$ cat config.mk
export PLATFORM = sky130hd
export DESIGN_NAME = path_stack
export DESIGN_NICKNAME = d
export VERILOG_FILES = /design/src/rtl/path_stack.sv
export SDC_FILE = /design/constraint.sdc
export NUM_CORES = 1
export LEC_CHECK = 0
export BUFFER_PORTS_ARGS = -buffer_cell sky130_fd_sc_hd__buf_2
export CAP_MARGIN = 10
export CORE_ASPECT_RATIO = 0.5
export CORE_UTILIZATION = 30
export DETAILED_ROUTE_END_ITERATION = 7
export HOLD_SLACK_MARGIN = 0.05
export PLACE_DENSITY = 0.45
export SLEW_MARGIN = 15
export SYNTH_ARGS = -nofsm -noshare
export SYNTH_HDL_FRONTEND = slang
export SYNTH_SLANG_ARGS = --single-unit
$ cat constraint.sdc
create_clock -name clk -period 4.8 [get_ports clk]
set_input_delay 0.24 -clock clk [delete_from_list [all_inputs] [get_ports clk]]
set_output_delay 0.24 -clock clk [all_outputs]
set_load 0.05 [all_outputs]
$ cat src/rtl/path_stack.sv
// ============================================================================
//  Module   : path_stack
//  Brief    : LIFO of move directions with a bottom-to-top streaming readout.
//  Revision : 1.0 - initial release
// ============================================================================
`default_nettype none

module path_stack #(
    parameter int DATA_W = 2,
    parameter int DEPTH  = 256,
    parameter int PTR_W  = 8
) (
    input  logic              clk,
    input  logic              rst,
    input  logic              clr,
    input  logic              push,
    input  logic              pop,
    input  logic [DATA_W-1:0] din,
    output logic [DATA_W-1:0] dout,
    output logic [PTR_W:0]    count,
    output logic              full,
    output logic              empty,
    output logic              err,
    input  logic              dump_start,
    input  logic              dump_ready,
    output logic              dump_valid,
    output logic [DATA_W-1:0] dump_data,
    output logic              dump_done,
    output logic              busy
);

    typedef enum logic [1:0] {
        S_IDLE = 2'd0,
        S_DUMP = 2'd1,
        S_DONE = 2'd2
    } state_t;

    localparam logic [PTR_W:0]   c_FULL_CNT = (PTR_W+1)'(DEPTH);
    localparam logic [PTR_W:0]   c_CNT_ONE  = (PTR_W+1)'(1);
    localparam logic [PTR_W-1:0] c_PTR_ONE  = PTR_W'(1);

    logic [DATA_W-1:0] r_mem [DEPTH];
    logic [PTR_W:0]    r_count;
    logic              r_err;
    logic [PTR_W-1:0]  r_idx;
    logic [PTR_W:0]    r_len;
    state_t            r_state;
    state_t            w_state_nxt;

    logic              w_empty;
    logic              w_full;
    logic              w_busy;
    logic [PTR_W-1:0]  w_top;
    logic              w_we;
    logic [PTR_W-1:0]  w_waddr;
    logic [PTR_W:0]    w_count_nxt;
    logic              w_err_set;
    logic              w_dump_load;
    logic              w_idx_adv;

    assign w_empty = (r_count == '0);
    assign w_full  = (r_count == c_FULL_CNT);
    assign w_busy  = (r_state != S_IDLE);
    // Low PTR_W bits of a full count are zero, so the subtraction wraps to DEPTH-1.
    assign w_top   = r_count[PTR_W-1:0] - c_PTR_ONE;

    assign count = r_count;
    assign full  = w_full;
    assign empty = w_empty;
    assign err   = r_err;
    assign busy  = w_busy;
    assign dout  = w_empty ? '0 : r_mem[w_top];

    // Stack operation decode
    always_comb begin
        w_we        = 1'b0;
        w_waddr     = r_count[PTR_W-1:0];
        w_count_nxt = r_count;
        w_err_set   = 1'b0;
        if (w_busy) begin
            w_err_set = push | pop;
        end else if (push && pop) begin
            w_we = 1'b1;
            if (w_empty) begin
                w_waddr     = '0;
                w_count_nxt = c_CNT_ONE;
                w_err_set   = 1'b1;
            end else begin
                w_waddr = w_top;
            end
        end else if (push) begin
            if (w_full) begin
                w_err_set = 1'b1;
            end else begin
                w_we        = 1'b1;
                w_count_nxt = r_count + c_CNT_ONE;
            end
        end else if (pop) begin
            if (w_empty) begin
                w_err_set = 1'b1;
            end else begin
                w_count_nxt = r_count - c_CNT_ONE;
            end
        end
    end

    // Readout FSM: next state and outputs
    always_comb begin
        w_state_nxt = r_state;
        w_dump_load = 1'b0;
        w_idx_adv   = 1'b0;
        dump_valid  = 1'b0;
        dump_data   = '0;
        dump_done   = 1'b0;
        case (r_state)
            S_IDLE: begin
                if (dump_start) begin
                    if (w_empty) begin
                        w_state_nxt = S_DONE;
                    end else begin
                        w_dump_load = 1'b1;
                        w_state_nxt = S_DUMP;
                    end
                end
            end
            S_DUMP: begin
                dump_valid = 1'b1;
                dump_data  = r_mem[r_idx];
                if (dump_ready) begin
                    w_idx_adv = 1'b1;
                    if ({1'b0, r_idx} == (r_len - c_CNT_ONE)) begin
                        w_state_nxt = S_DONE;
                    end
                end
            end
            S_DONE: begin
                dump_done   = 1'b1;
                w_state_nxt = S_IDLE;
            end
            default: begin
                w_state_nxt = S_IDLE;
            end
        endcase
    end

    always_ff @(posedge clk) begin
        if (rst || clr) begin
            r_state <= S_IDLE;
        end else begin
            r_state <= w_state_nxt;
        end
    end

    always_ff @(posedge clk) begin
        if (rst) begin
            r_count <= '0;
            r_err   <= 1'b0;
            r_idx   <= '0;
            r_len   <= '0;
        end else if (clr) begin
            r_count <= '0;
            r_err   <= 1'b0;
        end else begin
            r_count <= w_count_nxt;
            if (w_err_set) begin
                r_err <= 1'b1;
            end
            if (w_dump_load) begin
                r_len <= r_count;
                r_idx <= '0;
            end else if (w_idx_adv) begin
                r_idx <= r_idx + c_PTR_ONE;
            end
        end
    end

    // Storage survives rst and clr; only a committed stack operation writes it.
    always_ff @(posedge clk) begin
        if (!rst && !clr && w_we) begin
            r_mem[w_waddr] <= din;
        end
    end

endmodule

`default_nettype wire

* Yosys cells after proc, flatten, opt, wreduce, memory -nomap -nowiden *
Memories as Yosys holds them, arrays and structs flattened. A register that Yosys moved wholly into a read port is not among the register bits.
Index checks and enable logic that the tools add are counted.

storage, ports and cells
  bits in writable memories = 512
  register bits after elaboration = 29
  memories kept = 1
  word-level logic and storage cells = 79
  output and inout port bits = 19

cells by class
  eq/ne operators = 10
  $add $sub $neg = 5
  reductions and logical operators = 16
  multiplexer cells = 39
  bitwise logic cells = 3

memory list
  memory  words  width  read ports  clocked after Yosys merged registers in  wr ports  line  source
  r_mem   256    2      2           1                                        1         42    logic [DATA_W-1:0] r_mem [DEPTH];

operators by type and width
  cell                                                    count
  two-way mux 8 bit                                       7
  two-way mux 9 bit                                       6
  two-way mux 1 bit                                       19
  subtractor 9 x 1 -> 9 bit (second input constant)       2
  two-way mux 2 bit                                       6
  adder 9 x 1 -> 9 bit (second input constant)            1
  equality test 8 x 9 -> 1 bit                            1
  equality test 9 bit (second input constant)             1
  logical NOT 9 bit                                       1
  adder 8 x 1 -> 8 bit (second input constant)            1
  inequality test 2 bit (second input constant)           4
  subtractor 8 x 1 -> 8 bit (second input constant)       1
  inequality test 3 x 2 -> 1 bit (second input constant)  2
  AND reduction 5 bit                                     1
  case mux 2 bit (2 select lines)                         1
  AND reduction 2 bit                                     2
  nonzero test 2 bit                                      2
  logical AND 1 bit                                       3
  AND reduction 3 bit                                     1
  nonzero test 3 bit                                      1
  equality test 2 x 1 -> 1 bit (second input constant)    1
  equality test 2 bit (second input constant)             1
  logical NOT 1 bit                                       2
  logical NOT 2 bit                                       1
  4 further kinds                                         5

* Logic depth before layout (Yosys ltp) *
Gate-level depths: netlist of run 1.

  word-level depth = 8
  gate-level depth with buffers = 15
  mapped depth without buffers = 10

* Least setup slack after synthesis of run 1 *
Ideal clock, no wire load.

  path type = register to output
  start point = reg r_count[0] (netlist: count[0])
  end point = out dout[0]
  required time = 4.560 ns
  cell stages (with the launch flop) = 16
  data arrival time = 4.087 ns
  path buffers = 6
  path slack = 0.473 ns
  cell sequence = dfxtp_1 -> buf_4 -> buf_4 -> inv_1 -> ha_1 -> buf_2 -> buf_2 -> buf_2 -> buf_1 -> mux4_2 -> nand2_1 -> a32oi_1 -> o21ai_0 -> nor4_1 -> nor4_1 -> a41oi_1

between the ends
  word-level cells in the longest chain between the ends = 3

RTL lines
  what                       line  source
  start: declaration         43    logic [PTR_W:0] r_count;
  start signal: assignment   164   r_count <= w_count_nxt;
  subtractor 8 x 1 -> 8 bit  65    assign w_top = r_count[PTR_W-1:0] - c_PTR_ONE;
  memory read (256 x 2 bit)  --
  two-way mux 2 bit *        72    assign dout = w_empty ? '0 : r_mem[w_top];
  end: declaration           19    output logic [DATA_W-1:0] dout,

Every way passes the cells marked *; elsewhere a longest branch is shown, timed or not.

* Final worst setup path of run 1 *
  start point = reg r_count[1] (netlist: count[1])
  end point = out dout[0]

Same word-level chain as after synthesis.

==> reports/qor.yml, run 1 <==
floorplan:
  die_h_um: 215
  core_um2: 89300
  ios: 28
  initial_core_util_pct: 30.6
  fp.dieW_um: 429
  die-area_um2: 92400
  fp-row-count: 77
yosys:
  syn_nets: 1746
  synth_cells: 1725
  synth.avg_cell_area_um2: 15.8
  netlist_area_um2: 27300
  synth_edf_count: 512
  yosysSeqAreaShare_pct: 59.0
  yosys_most_used_dff: "edfxtp_1"
  synthTopCellsByCount: "edfxtp_1 (512), nor2_1 (312), mux4_2 (298)"
  synth_top_area_share_pct: 56.2
  synth_area_leaders: "edfxtp_1 (56%), mux4_2 (25%), nor2_1 (4.3%), dfxtp_1 (2.7%), nand2_1 (1.9%)"
  synth.most_common_cell: "edfxtp_1"
  synthArstFlopShare_pct: 0
  yosysWarningCount: 0
  synth.distinct_cells: 61
  ys_seq_elements: 549
  synth_area_leader_cell: "edfxtp_1"
global_routing:
  met3_usage_pct: 4.04
  grt.total_usage_pct: 18.6
  gr-total-overflow: 0
  grt_antenna_before_repair: 3
  grt_max_degree: 129
  grt_pass1_wl_um: 124000
  grt_busiest_layer: "met2"
  grt_pass1_vias: 16857
  use_met2_pct: 28.3
  grtUsageMet1_pct: 27.1
place:
  dpl_cell_area_um2: 29200
  dp_hpwl_um: 57400
  gp_congestion: 0.841
  port_buffers: 27
timing:
  drv_slew: 0
  max_freq_ghz: 0.217
  worstMarginPinSlew_ps: 1230
  hold_ws_ps: 153
  setup_tns_ps: 0
  max_slew_margin_pct: 17.7
  rsz0062_at_grt: "false"
  final_hold_viol_count: 0
  setup_viol: 0
  finalCritPeriodShare_pct: 96.1
  timing.final.crit_period_ps: 4610
  finClkSkew_ps: 22.9
drt:
  viasPerCell: 5.62
  firstDrtPassIters: 5
  drtIter0Drc: 1714
  ant_nets: 0
  vias: 16821
  remaining_drc_errors: 0
  routedWlPerCell_um: 28.8
  wirelength_um: 86200
clocking:
  cts_max_level: 2
  clk_latency_ps: 630
  clock_sinks: 549
  root_buffer: "clkbuf_16"
  clockBufferDepth: 3
  numCtsBuffers: 56
  tritoncts: "built"
  clkTransAtPathRegs_ps: 70
power:
  powerDensity_nw_per_um2: 371
  finalPower_w: 0.0116
  leakage_nw: 9.37
  vdd_drop_max_mv: 0.330
setup_path:
  worst_setup_path_start_kind: "register"
  crit_type: "reg -> out"
  worst_ep_required_time_ps: 4560
  crit_arrival_ps: 4370
  critPathMaxFanout: 17
  endpoint_kind: "output pin"
final_layout:
  final_cell_area_um2: 31300
  areaGrowthSynthToFinish_pct: 14.5
  nets: 1786
  utilization_pct: 35.1
  drive_gt1_share_pct: 29.0
outcome:
  status: "completed"
worst_hold_path:
  hp-class: "in -> reg"
job:
  cap_violations: 0
[metal layers]
metal / vias to the layer above / part of all wire (%) / wire (um)
met5: - / 0 / 0
met4: 0 / 1.8 / 1580
met3: 88 / 7.7 / 6640
met2: 703 / 45 / 38800
met1: 9035 / 46 / 39300
li1: 6995 / - / -
[path summary, 6_finish.rpt]
path / slack [ps] / cells past startpoint / end / startpoint
max: 190 / 11 / dout[0] / count[1]$_SDFFE_PP0P_
min: 150 / 3 / r_state[0]$_SDFFE_PP0P_ / clr
max reg2reg: 730 / 8 / r_mem[139][0]$_DFFE_PP_ / count[1]$_SDFFE_PP0P_
min reg2reg: 470 / 2 / err$_SDFFE_PP0P_ / err$_SDFFE_PP0P_
[placed cells by master, fill, tap and decap left out, types with 19 or more instances in the layout]
master / Yosys / layout
nand2_1: 135 / 135
mux4_2: 298 / 298
buf_4: 14 / 71
and3_1: 19 / 19
nand3_1: 20 / 20
nor3_1: 19 / 19
dfxtp_1: 37 / 32
edfxtp_1: 512 / 512
clkbuf_16: 0 / 62
a21oi_1: 24 / 24
nor2_1: 312 / 312
buf_2: 45 / 25
[report_power, final]
group / switching [W] / internal [W] / leakage [nW]
Clock: 0.00192 / 0.00294 / 1.01
Sequential: 0.0000153 / 0.00523 / 4.90
Combinational: 0.000967 / 0.000541 / 3.46
[sequential cells by signal, summed over array words and instances, names as in the netlist, named ones only]
name and cells:
r_mem 512, err 1, r_len 9, count 9, r_state 2, r_idx 8
[cells by family (layout without fill, tap and decap cells)]
kind of cell / after synthesis / count (layout) / share of synthesized area [%]
flip-flops: 549 / 549 / 59.0
adder cells (fa/ha/maj): 12 / 12 / 0.577
buffers and inverters: 152 / 234 / 2.72
AND/OR/NAND/NOR: 545 / 545 / 8.26
multiplexers: 313 / 313 / 25.1
AO/OA/AOI/OAI: 120 / 120 / 3.24
XOR/XNOR: 34 / 34 / 1.14
other: 0 / 1 / 0
[metrics by stage]
| step | worst slack, ps | instances |
|---|---|---|
| floorplan | 473 | 1725 |
| global placement | 713 | 2885 |
| detailed placement | 597 | 2885 |
| CTS | 113 | 2989 |
| global route | 47.0 | 2992 |
| finish | 189 | 2993 |
[area by class of cell]
class                           count  area [um^2]
Fill cell                        8479        58000
Sequential cell                   549        16100
Multi-Input combinational cell   1024        10600
Clock buffer                       66         1590
Tap cell                         1185         1480
Timing Repair Buffer              119         1060
Clock inverter                     34          442
Inverter                           15         56.3
Antenna cell                        1         2.50
[repair_timing]
item                                   in CTS  in global routing
setup endpoints to repair                   1                  2
endpoints found under the hold margin      35                  0
buffers inserted                            0                  3
resized for setup                           1                  2
cloned                                      0                  0
pin swaps                                   0                  1
hold buffers                                4                  0
[critical path: stages (launching register included)]
cell	delay, ps
dfxtp_1	380
inv_1	270
ha_2	440
xor2_4	440
buf_12	240
buf_4	220
mux4_2	550
nor2_1	250
a311oi_1	90
nor4_1	350
a41oi_1	190
buf_2	310
Note: power is estimated with default switching activity, not from simulation.
==> inputs of run 2 (changes only) <==
CELL_PAD_IN_SITES_DETAIL_PLACEMENT = 1   (was not set)
CELL_PAD_IN_SITES_GLOBAL_PLACEMENT = 2   (was not set)
PLACE_DENSITY = 0.55   (was 0.45)
==> run 2 against run 1 <==
- clock-buffer cell count is 4 higher
- setup slack worse by 66 ps
- fmax is 1.4% lower
- sequential share of layout area is 0.31 points higher
- die area stayed put
- non-clock buffer count is 2 higher
- global-route usage is 1.1 points higher
- sequential power hardly changed
==> reports/qor.yml, run 2 (synthesized netlist as in run 1, its figures left out) <==
worst_hold_path:
  hp-class: "in -> reg"
drt:
  vias: 16826
  viasPerCell: 5.62
  ant_nets: 0
  firstDrtPassIters: 5
  routedWlPerCell_um: 30.3
  drtIter0Drc: 1366
  wirelength_um: 90800
  remaining_drc_errors: 0
timing:
  worstMarginPinSlew_ps: 1060
  drv_slew: 0
  setup_ws_ps: 123
  final_hold_viol_count: 0
  max_slew_margin_pct: 29.0
  max_freq_ghz: 0.214
  timing.final.crit_period_ps: 4680
  setup_viol: 0
  finalCritPeriodShare_pct: 97.4
  finClkSkew_ps: 24.2
clocking:
  tritoncts: "built"
  clockBufferDepth: 3
  clk_latency_ps: 650
  root_buffer: "clkbuf_16"
  clock_sinks: 549
  numCtsBuffers: 55
  clkTransAtPathRegs_ps: 60
  cts_max_level: 2
place:
  port_buffers: 27
  dp_hpwl_um: 60000
  pre_cts_ws_ps: 312
  gp_congestion: 0.779
global_routing:
  grt.total_usage_pct: 19.6
  grt_pass1_wl_um: 131000
  grt_antenna_before_repair: 4
  grt_max_degree: 171
  gr-total-overflow: 0
  grt_pass1_vias: 17752
setup_path:
  worst_ep_required_time_ps: 4560
  crit_chain: "inv_1 -> ha_4 -> buf_12 -> mux4_2 -> nand2_1 -> and3_1 -> a311oi_1 -> a311oi_1 -> a2111oi_0 -> o21ai_0 -> nand2_1 -> buf_2"
  cp_slowest_cell: "ha_4"
  crit_type: "reg -> out"
  slowest_delay_ps: 560
  worst_setup_path_start_kind: "register"
  critical-path-top-delay-family: "compound AO/OA/AOI/OAI gates"
  crit_arrival_ps: 4440
  endpoint_kind: "output pin"
  reg2reg_slack_ps: 680
  critPathMaxFanout: 25
  path_buf_inv: 3
outcome:
  status: "completed"
floorplan:
  die-area_um2: 92400
  fp-row-count: 77
  ios: 28
  fp.dieW_um: 429
  core_um2: 89300
  initial_core_util_pct: 30.6
  die_h_um: 215
power:
  powerDensity_nw_per_um2: 360
  vdd_drop_max_mv: 0.273
  leakage_nw: 9.23
job:
  cap_violations: 0
final_layout:
  final_common_cell: "edfxtp_1"
  drive_gt1_share_pct: 28.5
  utilization_pct: 34.8
  mostFrequentLayoutCells: "edfxtp_1 (512), nor2_1 (312), mux4_2 (298)"
  largest_register_ffs: 512
  regMostFlops: "r_mem"
  nets: 1787
  areaGrowthSynthToFinish_pct: 13.8
[run 2: per-layer routing]
layer | wire length, um | track usage (%) | share of wire, %
met2 | 41600 | 30.9 | 46
met1 | 41400 | 27.7 | 46
met3 | 5680 | 4.00 | 6.3
met4 | 2150 | 5.27 | 2.4
met5 | 13 | 0 | 0.014
[run 2: final timing paths]
path	cells after the start	from	endpoint
setup / recovery	12	count[1]$_SDFFE_PP0P_	dout[1]
hold / removal	1	din[1]	r_mem[55][1]$_DFFE_PP_
setup reg to reg	8	count[0]$_SDFFE_PP0P_	r_mem[200][1]$_DFFE_PP_
hold reg to reg	2	err$_SDFFE_PP0P_	err$_SDFFE_PP0P_
[run 2: timing repair]
action                                 in CTS  in global routing
setup endpoints to repair                   2                  2
endpoints found under the hold margin      14                  0
pin swaps                                   1                  1
setup buffers                               5                  1
resized for setup                           6                  1
hold buffers                                3                  0
[run 2: stage by stage]
step | cells | area [um^2] | hold WS [ps] | power, W | setup TNS [ps]
after CTS | 2993 | 31100 | 125 | 0.0113 | 0
after detailed placement | 2885 | 29200 | 470 | 0.00687 | 0
after global routing | 2994 | 31100 | 138 | 0.0116 | -3.55
after global placement | 2885 | 29200 | 449 | 0.00688 | 0
after floorplan | 1725 | 27300 | 339 | 0.00625 | 0
final | 2996 | 31100 | 112 | 0.0112 | 0
[run 2: where the power goes]
group | leakage [nW] | internal, W | switching (W)
sequential | 4.90 | 0.00523 | 0.0000108
clock | 0.844 | 0.00246 | 0.00194
combinational | 3.48 | 0.000547 | 0.00101
total | 9.23 | 0.00824 | 0.00297
[run 2: final cells by class]
cell class	count	area, um^2
antenna	2	5.00
clock buffer	70	1450
clock inverter	30	313
fill	9055	58200
inverter	15	56.3
multi-input combinational	1024	10600
sequential	549	16100
tap	1185	1480
timing repair buffer	121	1100
